==> src/rtl/alu_exec.sv <==
`default_nettype none
// ============================================================================
// Module   : alu_exec
// Purpose  : Execute-stage ALU. ADD/SUB/OR/AND complete in one cycle.
//            MUL runs as an iterative shift-add multiplier over WIDTH cycles,
//            during which new requests are refused (ready_o low).
// Ports    : clk_i      - clock, rising edge active
//            rst_i      - asynchronous reset, active low
//            ALUCtrl_i  - operation code (ADD/SUB/MUL/OR/AND, others = ADD)
//            data1_i    - operand A
//            data2_i    - operand B
//            valid_i    - request strobe, taken when ready_o is high
//            flush_i    - synchronous abort of any operation in flight
//            ready_o    - block is idle and can take a request
//            done_o     - one-cycle pulse, data_o/zero_o just updated
//            data_o     - registered result
//            zero_o     - registered result-is-zero flag
// Revision : 1.0 - initial release
// ============================================================================
module alu_exec #(
  parameter int WIDTH = 32
) (
  input  logic             clk_i,
  input  logic             rst_i,
  input  logic [2:0]       ALUCtrl_i,
  input  logic [WIDTH-1:0] data1_i,
  input  logic [WIDTH-1:0] data2_i,
  input  logic             valid_i,
  input  logic             flush_i,
  output logic             ready_o,
  output logic             done_o,
  output logic [WIDTH-1:0] data_o,
  output logic             zero_o
);

  // Shared ALU control encoding; 3'b101..3'b111 are undefined and run as ADD.
  localparam logic [2:0] c_op_add = 3'b000;
  localparam logic [2:0] c_op_sub = 3'b001;
  localparam logic [2:0] c_op_mul = 3'b010;
  localparam logic [2:0] c_op_or  = 3'b011;
  localparam logic [2:0] c_op_and = 3'b100;

  // Counter holds the number of completed multiply steps (0..WIDTH-1).
  localparam int            CW     = $clog2(WIDTH) + 1;
  localparam logic [CW-1:0] c_last = CW'(WIDTH - 1);

  typedef enum logic [0:0] {
    S_IDLE = 1'b0,
    S_MUL  = 1'b1
  } state_t;

  state_t           r_state;
  logic [CW-1:0]    r_cnt;
  logic [WIDTH-1:0] r_acc;
  logic [WIDTH-1:0] r_mcand;   // multiplicand, shifted left each step
  logic [WIDTH-1:0] r_mplier;  // multiplier, shifted right each step
  logic [WIDTH-1:0] r_data;
  logic             r_zero;
  logic             r_done;

  logic [WIDTH-1:0] w_alu_res;
  logic [WIDTH-1:0] w_step_acc;

  // Single-cycle datapath; ADD is the fall-through for every other code.
  always_comb begin
    w_alu_res = data1_i + data2_i;
    case (ALUCtrl_i)
      c_op_sub: w_alu_res = data1_i - data2_i;
      c_op_or:  w_alu_res = data1_i | data2_i;
      c_op_and: w_alu_res = data1_i & data2_i;
      default:  w_alu_res = data1_i + data2_i;
    endcase
  end

  // One shift-add step; only the low WIDTH bits of the product are kept.
  assign w_step_acc = r_acc + (r_mplier[0] ? r_mcand : '0);

  always_ff @(posedge clk_i or negedge rst_i) begin
    if (!rst_i) begin
      r_state  <= S_IDLE;
      r_cnt    <= '0;
      r_acc    <= '0;
      r_mcand  <= '0;
      r_mplier <= '0;
      r_data   <= '0;
      r_zero   <= 1'b1;
      r_done   <= 1'b0;
    end else begin
      // done is a strobe: it only survives the edge that produced a result.
      r_done <= 1'b0;
      if (flush_i) begin
        // Abort wins over any request presented at the same edge.
        r_state <= S_IDLE;
        r_cnt   <= '0;
      end else begin
        case (r_state)
          S_IDLE: begin
            if (valid_i) begin
              if (ALUCtrl_i == c_op_mul) begin
                r_mcand  <= data1_i;
                r_mplier <= data2_i;
                r_acc    <= '0;
                r_cnt    <= '0;
                r_state  <= S_MUL;
              end else begin
                r_data <= w_alu_res;
                r_zero <= (w_alu_res == '0);
                r_done <= 1'b1;
              end
            end
          end
          S_MUL: begin
            r_acc    <= w_step_acc;
            r_mcand  <= r_mcand << 1;
            r_mplier <= r_mplier >> 1;
            r_cnt    <= r_cnt + CW'(1);
            if (r_cnt == c_last) begin
              r_state <= S_IDLE;
              r_cnt   <= '0;
              r_data  <= w_step_acc;
              r_zero  <= (w_step_acc == '0);
              r_done  <= 1'b1;
            end
          end
          default: begin
            r_state <= S_IDLE;
            r_cnt   <= '0;
          end
        endcase
      end
    end
  end

  assign ready_o = (r_state == S_IDLE);
  assign done_o  = r_done;
  assign data_o  = r_data;
  assign zero_o  = r_zero;

endmodule
`default_nettype wire

==> config.mk <==
export PLATFORM = sky130hd
export DESIGN_NAME = alu_exec
export DESIGN_NICKNAME = d
export VERILOG_FILES = /design/src/rtl/alu_exec.sv
export SDC_FILE = /design/constraint.sdc
export NUM_CORES = 1
export LEC_CHECK = 0
export ABC_AREA = 1
export CAP_MARGIN = 10
export CORE_MARGIN = 5
export CORE_UTILIZATION = 55
export CTS_CLUSTER_SIZE = 14
export DETAILED_ROUTE_END_ITERATION = 7
export GPL_TIMING_DRIVEN = 1
export PLACE_DENSITY = 0.75
export REMOVE_ABC_BUFFERS = 1
export SYNTH_ARGS = -nofsm -noshare
export SYNTH_HDL_FRONTEND = slang
export SYNTH_SLANG_ARGS = --single-unit
==> constraint.sdc <==
create_clock -name clk_i -period 5.9 [get_ports clk_i]
set_input_delay 0.885 -clock clk_i [delete_from_list [all_inputs] [get_ports clk_i]]
set_output_delay 0.885 -clock clk_i [all_outputs]
set_load 0.02 [all_outputs]
==> results by group, run 1 <==
Logic synthesis
  – Number of enable-type register cells in the synthesized netlist: 0
  – Synth async-reset ratio: 1.000
  – Gate count after technology mapping: 2060
  – Syn. warnings: 0
  – Area share of the leading cell type in the synthesized netlist: 0.2710
  – Average cell area after synthesis: 6.097 µm²
  – Cell variety after synth: 49
  – Cell area after technology mapping: 12560 µm²
  – Share of the yosys chip area belonging to registers: 0.2731
  – Synth Register Bits: 137
  – Predominant post-synthesis flop cell: sky130_fd_sc_hd__dfrtp_1
  – Dominant cell type by area after synthesis: sky130_fd_sc_hd__dfrtp_1
  – Ranking of synthesized cells by area: sky130_fd_sc_hd__dfrtp_1, sky130_fd_sc_hd__nand2_1, sky130_fd_sc_hd__inv_1

Pwr
  – Internal power contribution: 2220 µW
  – Sequential cell fraction of total power: 0.338
  – Fraction of power spent switching nets: 0.4047
  – Lkg Pwr: 0.007635 µW
  – Power density normalized to cell area: 260.5 nW/µm²
  – Fraction of power consumed by the clock network: 0.278
  – Fraction of power consumed by combinational cells: 0.384
  – Sw power: 1509 µW
  – Maximum VDD drop: 0.1657 mV

Die
  – Row count: 55
  – Floorplan Core Area: 22570 µm²
  – Chip height: 161.1 µm
  – Area of the die: 25960 µm²
  – Overall die width: 161.1 µm
  – Number of placed I/O pins: 106
  – Starting density of the core: 0.5564

Cells and area
  – Layout cells sized above 1: 0.03638
  – Final net count: 2270
  – Antenna fix cells: 0
  – Final core utilization: 0.6342
  – Area added between synthesis and finish: 13.98%
  – Final Non-Filler Cells: 2429

GRT
  – Maximum number of pins on one net before global-route repair: 91
  – Initial antenna violation count: 0
  – Via count of the first global-routing pass: 12790
  – Leftover overflow at the end of global routing: 0
  – Global-route wire length before repair: 66040 µm
  – Total track usage: 0.3170

Timing
  – Final worst clock skew: 17.02 ps
  – F_max: 200.9 MHz
  – Final setup violating endpoints: 0
  – Final Max Tran Viols: 0
  – Setup repair after global routing missed its margin: false
  – Final period utilization: 0.8435
  – Hold Vio Cnt, Final: 0
  – Least-Margin Pin Slew: 1109 ps
  – Relative max-transition margin: 0.2608
  – Min cycle time layout: 4977 ps

Flow run
  – MaxCap Viol Count: 0

Clocking
  – Number of H-tree branching levels: 4
  – Clock buffer count from CTS: 17
  – Buffers inserted during post-CTS setup optimization: 0
  – Post-cts resize count: 0
  – Clk buf depth: 2
  – Clock tree from TritonCTS: built
  – Clk slew on worst S/H paths: 70 ps
  – Clk sink count: 137
  – Buffer type at the clock tree root: sky130_fd_sc_hd__clkbuf_16
  – Hold-fix buffers, CTS: 0
  – Worst-Skew Late Latency: 450 ps

Worst setup path
  – Nature of the critical path endpoint: flip-flop
  – Cell with the biggest individual delay on the critical path: sky130_fd_sc_hd__clkdlybuf4s50_1
  – CP dominant cell by count: sky130_fd_sc_hd__nand2_1
  – Worst path arrival time: 5360 ps
  – Worst setup SP type: primary input
  – Largest stage delay on the critical path: 450 ps
  – Largest fanout on the critical path: 5
  – Worst endpoint required time: 6280 ps
  – Worst setup path class: in2reg

Placed design
  – Final weighted congestion of routability-driven global placement: 1.027
  – DP Wirelength: 32520 µm
  – DP Cell Count: 2397
  – Number of port buffers: 105

Route
  – Total via count after detailed routing: 13560
  – Uppermost layer routed: met4
  – Detailed-routing wirelength on met1: 18380 µm
  – Mean routed wirelength per cell: 16.90 µm
  – Number of routed nets with antenna violations: 0
  – Router iterations before antenna repair: 5
  – Routed length on met2: 18850 µm
  – Via count normalized by instance count: 5.581
  – # DRC: 0
  – Drt total wl: 41050 µm
  – Drt first-iter violations: 1335
  – Met3 wire len: 2947 µm

Outcome
  – Outcome: completed

Worst hold path
  – Class of the tightest hold or removal check: in2async
-- placed cells by master (no fill, tap or decap), types with 6 or more instances in the layout --
| master | synthesis | layout |
|---|---|---|
| sky130_fd_sc_hd__nand4_1 | 24 | 24 |
| sky130_fd_sc_hd__o21ai_0 | 135 | 135 |
| sky130_fd_sc_hd__o211ai_1 | 28 | 28 |
| sky130_fd_sc_hd__ha_1 | 66 | 66 |
| sky130_fd_sc_hd__o21bai_1 | 7 | 7 |
| sky130_fd_sc_hd__xor2_1 | 38 | 38 |
| sky130_fd_sc_hd__nand2_1 | 658 | 658 |
| sky130_fd_sc_hd__nand3b_1 | 9 | 9 |
| sky130_fd_sc_hd__dfrtp_1 | 136 | 135 |
| sky130_fd_sc_hd__o21ai_1 | 39 | 39 |
| sky130_fd_sc_hd__inv_6 | 0 | 6 |
| sky130_fd_sc_hd__nor2_1 | 231 | 231 |
| sky130_fd_sc_hd__a21oi_1 | 78 | 78 |
| sky130_fd_sc_hd__or2_2 | 9 | 9 |
| sky130_fd_sc_hd__inv_2 | 9 | 9 |
| sky130_fd_sc_hd__clkbuf_16 | 0 | 17 |
| sky130_fd_sc_hd__nand3_1 | 131 | 131 |
| sky130_fd_sc_hd__clkdlybuf4s50_1 | 0 | 104 |
| sky130_fd_sc_hd__inv_1 | 298 | 298 |
| sky130_fd_sc_hd__o31ai_1 | 8 | 8 |
| sky130_fd_sc_hd__xnor2_1 | 8 | 8 |
| sky130_fd_sc_hd__nor3_1 | 12 | 11 |
| sky130_fd_sc_hd__buf_4 | 3 | 9 |
| sky130_fd_sc_hd__a31oi_1 | 35 | 35 |
-- critical path: cells and delay by family --
kind,cells,cell delay (ps)
AOI/OAI and AO/OA,2,400
xor gates and xnor gates,1,180
adders and majority gates,2,590
buffers and inverters,4,810
and+or+nand+nor,21,2470
-- power by group through the flow --
stage          Sequential (µW)  Clock, µW  Combinational (µW)
2_1_floorplan             1310          0                 855
3_3_place_gp              1270          0                1390
3_5_place_dp              1270          0                1410
4_1_cts                   1260       1050                1420
5_1_grt                   1290       1090                1610
6_report                  1260       1040                1430
-- stage by stage --
step | total power (µW) | setup TNS (ps) | cell area (µm²) | setup WS [ps] | hold WS [ps]
after floorplan | 2163 | -12470 | 12280 | -247.0 | 446.5
after global placement | 2658 | 0 | 13760 | 646.6 | 462.4
after detailed placement | 2680 | 0 | 13760 | 509.5 | 470.2
after CTS | 3721 | 0 | 14320 | 950.1 | 487.4
after global routing | 3982 | 0 | 14320 | 480.3 | 511.8
final | 3729 | 0 | 14320 | 923.2 | 485.9
-- worst paths after layout --
kind	from	end	slack, ps	cells past startpoint
setup / recovery	data2_i[0]	zero_o$_DFFE_PN1P_	920	30
hold / removal	rst_i	r_mplier[5]$_DFFE_PN0P_	490	1
min in group clk_i	r_mplier[16]$_DFFE_PN0P_	r_mplier[16]$_DFFE_PN0P_	490	2
setup reg to reg	r_mplier[0]$_DFFE_PN0P_	zero_o$_DFFE_PN1P_	2180	19
max in group asynchronous	rst_i	r_mcand[11]$_DFFE_PN0P_	4190	2
hold reg to reg	r_mplier[16]$_DFFE_PN0P_	r_mplier[16]$_DFFE_PN0P_	490	2
-- synth_stat cells, drive strengths merged (7+ instances only) --
cell,instances
buf,21
a21oi,78
nand2,660
nand4,24
ha,66
o31ai,9
o21ai,175
nor3,14
inv,307
xnor2,8
nor2,235
nand3b,9
dfrtp,136
o21bai,7
or2,10
xor2,38
o211ai,28
nand3,133
clkbuf,41
a31oi,36
-- final cells by class --
cell class	instances	area, µm²
timing repair buffer	114	1120
inverter	310	1166
clock buffer	19	442.9
clock inverter	13	110.1
tap	285	356.6
sequential	137	3431
fill	2196	8257
multi-input combinational	1551	7689
-- sequential cells by signal, indices dropped and copies added (netlist names) --
name	cells
r_cnt	6
r_state	1
r_mplier	32
r_acc	32
r_mcand	32
zero_o	1
data_o	32
done_o	1
-- cells by family after synthesis --
group,synth area share
and+or+nand+nor,0.3572
xor gates and xnor gates,0.03208
buffers and inverters,0.1152
DFF,0.2731
adders and majority gates,0.06894
AOI/OAI and AO/OA,0.1535
-- per-layer routing --
metal | global-route usage | vias up
met5 | 0 | -
met4 | 0.08569 | 0
met1 | 0.4392 | 6281
li1 | - | 6747
met3 | 0.05716 | 59
met2 | 0.5138 | 469
No activity file was read; power rests on OpenSTA's default activity.
==> inputs of run 2 (changes only) <==
==> constraint.sdc (replaced) <==
create_clock -name clk_i -period 4.7 [get_ports clk_i]
set_input_delay 0.705 -clock clk_i [delete_from_list [all_inputs] [get_ports clk_i]]
set_output_delay 0.705 -clock clk_i [all_outputs]
set_load 0.02 [all_outputs]
==> results by group, run 2 (same netlist as run 1, synthesis figures left out) <==
Cells and area
  – Antenna fix cells: 0 (unchanged)
  – Most common cell after layout, fill and taps aside: sky130_fd_sc_hd__nand2_1
  – Most frequent cells in the layout: sky130_fd_sc_hd__nand2_1, sky130_fd_sc_hd__inv_1, sky130_fd_sc_hd__nor2_1
  – Fillers: 2187 (-0.41%)
  – Final net count: 2290 (+0.88%)
  – Area added between synthesis and finish: 15.85%
  – Layout cells sized above 1: 0.04898 (+0.01260)
  – Final Non-Filler Cells: 2449 (+0.82%)
  – Final core utilization: 0.6446 (+0.01042)

Route
  – # DRC: 0 (unchanged)
  – Drt total wl: 42140 µm (+2.7%)
  – Number of routed nets with antenna violations: 0 (unchanged)
  – Router iterations before antenna repair: 6 (+1)
  – Drt first-iter violations: 1441 (+7.9%)
  – Mean routed wirelength per cell: 17.21 µm (+1.8%)
  – Via count normalized by instance count: 5.627 (+0.82%)
  – Total via count after detailed routing: 13780 (+1.7%)

Placed design
  – Number of port buffers: 105 (unchanged)
  – Final weighted congestion of routability-driven global placement: 0.9805 (-4.5%)
  – DP Cell Count: 2417 (+0.83%)
  – DP Wirelength: 33790 µm (+3.9%)

Timing
  – Final Max Tran Viols: 0 (unchanged)
  – Final setup violating endpoints: 0 (unchanged)
  – Final worst clock skew: 12.78 ps (-4.233 ps)
  – F_max: 231.5 MHz
  – Hold Vio Cnt, Final: 0 (unchanged)
  – Relative max-transition margin: 0.2595 (-0.001281)
  – Least-Margin Pin Slew: 1111 ps (+1.921 ps)
  – Setup repair after global routing missed its margin: false
  – Min cycle time layout: 4320 ps
  – Final period utilization: 0.9192

Clocking
  – Clk slew on worst S/H paths: 70 ps (about the same)
  – Clk sink count: 137 (unchanged)
  – Hold-fix buffers, CTS: 0 (unchanged)
  – Buffer type at the clock tree root: sky130_fd_sc_hd__clkbuf_16
  – Clk buf depth: 2 (unchanged)
  – Clock tree from TritonCTS: built
  – Number of H-tree branching levels: 4 (unchanged)
  – Worst-Skew Late Latency: 420 ps (-30 ps)
  – Clock buffer count from CTS: 17 (unchanged)

Worst setup path
  – CP dominant cell by count: sky130_fd_sc_hd__nand2_1
  – Worst setup SP type: primary input
  – Worst endpoint required time: 5060 ps (-1220 ps)
  – Worst flop-to-flop path startpoint: r_mplier[0]$_DFFE_PN0P_
  – Worst path arrival time: 4680 ps (-680 ps)
  – Largest fanout on the critical path: 5 (unchanged)
  – Worst reg2reg path endpoint: zero_o$_DFFE_PN1P_
  – Worst setup path class: in2reg
  – Cell count of the worst reg-to-reg path: 19 (unchanged)
  – CP Launch Point: data2_i[0]
  – Reg2Reg Setup Slack: 990 ps (-1190 ps)
  – Cell with the biggest individual delay on the critical path: sky130_fd_sc_hd__clkdlybuf4s50_1
  – Nature of the critical path endpoint: flip-flop
  – Largest stage delay on the critical path: 430 ps (-20 ps)

Flow run
  – MaxCap Viol Count: 0 (unchanged)

Die
  – Row count: 55 (unchanged)
  – Overall die width: 161.1 µm (unchanged)
  – Area of the die: 25960 µm² (unchanged)
  – Chip height: 161.1 µm (unchanged)
  – Number of placed I/O pins: 106 (unchanged)
  – Floorplan Core Area: 22570 µm² (unchanged)
  – Starting density of the core: 0.5564 (unchanged)

Pwr
  – Maximum VDD drop: 0.2204 mV (+33%)
  – Power density normalized to cell area: 329.1 nW/µm² (+26%)
  – Lkg Pwr: 0.007775 µW (+1.8%)

GRT
  – Initial antenna violation count: 0 (unchanged)
  – Leftover overflow at the end of global routing: 0 (unchanged)
  – Global-route wire length before repair: 66720 µm (+1.0%)
  – Via count of the first global-routing pass: 12880 (+0.70%)
  – Maximum number of pins on one net before global-route repair: 81 (-11%)
  – Total track usage: 0.3197 (+0.002723)

Worst hold path
  – Class of the tightest hold or removal check: in2async

Outcome
  – Outcome: completed
[run 2: timing repair]
item	4_1_cts	5_1_grt
buffers inserted	0	0
setup endpoints to repair	0	1
hold endpoints to repair	0	0
resized for setup	0	7
[run 2: worst max path at each step]
stage               depth (start not counted)                      end  slack, ps
detailed placement                         33       zero_o$_DFFE_PN1P_         60
floorplan                                   6  r_mcand[31]$_DFFE_PN0P_      -1450
CTS                                        33       zero_o$_DFFE_PN1P_        480
finish                                     30       zero_o$_DFFE_PN1P_        380
global placement                           29       zero_o$_DFFE_PN1P_        110
global route                               34       zero_o$_DFFE_PN1P_          6
[run 2: power by group]
part / internal (µW) / total (µW) / switching (µW)
Clock: 767 / 1360 / 596
Sequential: 1420 / 1600 / 178
Combinational: 680 / 1830 / 1150
Total: 2870 / 4790 / 1920
[run 2: layout make-up]
class                      count  area, µm²  share of cell area
clock inverter                14      152.6             0.01049
inverter                     310       1166             0.08014
multi-input combinational   1551       7722              0.5307
tap                          285      356.6             0.02451
sequential                   137       3431              0.2358
clock buffer                  18      439.2             0.03018
timing repair buffer         134       1282             0.08814
[run 2: metrics by stage]
stage | area [µm²] | total power (µW) | setup WS [ps] | TNS (ps) | hold WS, ps
2_1_floorplan | 12280 | 2716 | -1447 | -145630 | 409.4
3_3_place_gp | 13920 | 3348 | 110.2 | 0 | 461.1
3_5_place_dp | 13920 | 3389 | 63.78 | 0 | 468.5
4_1_cts | 14520 | 4765 | 476.3 | 0 | 348.7
5_1_grt | 14550 | 5082 | 5.747 | 0 | 384.3
6_report | 14550 | 4789 | 379.9 | 0 | 326.7
[run 2: critical path, delay by kind of cell]
kind | cells | cell delay, ps
buffers and inverters | 3 | 600
xor gates and xnor gates | 1 | 190
and+or+nand+nor | 22 | 2310
AOI/OAI and AO/OA | 2 | 370
adders and majority gates | 2 | 500
[run 2: routing by layer]
metal,track usage,up-vias,share of wire
li1,-,6772,-
met1,0.4374,6394,0.44
met2,0.5322,539,0.47
met3,0.04516,75,0.072
met4,0.09073,0,0.026
met5,0,-,0
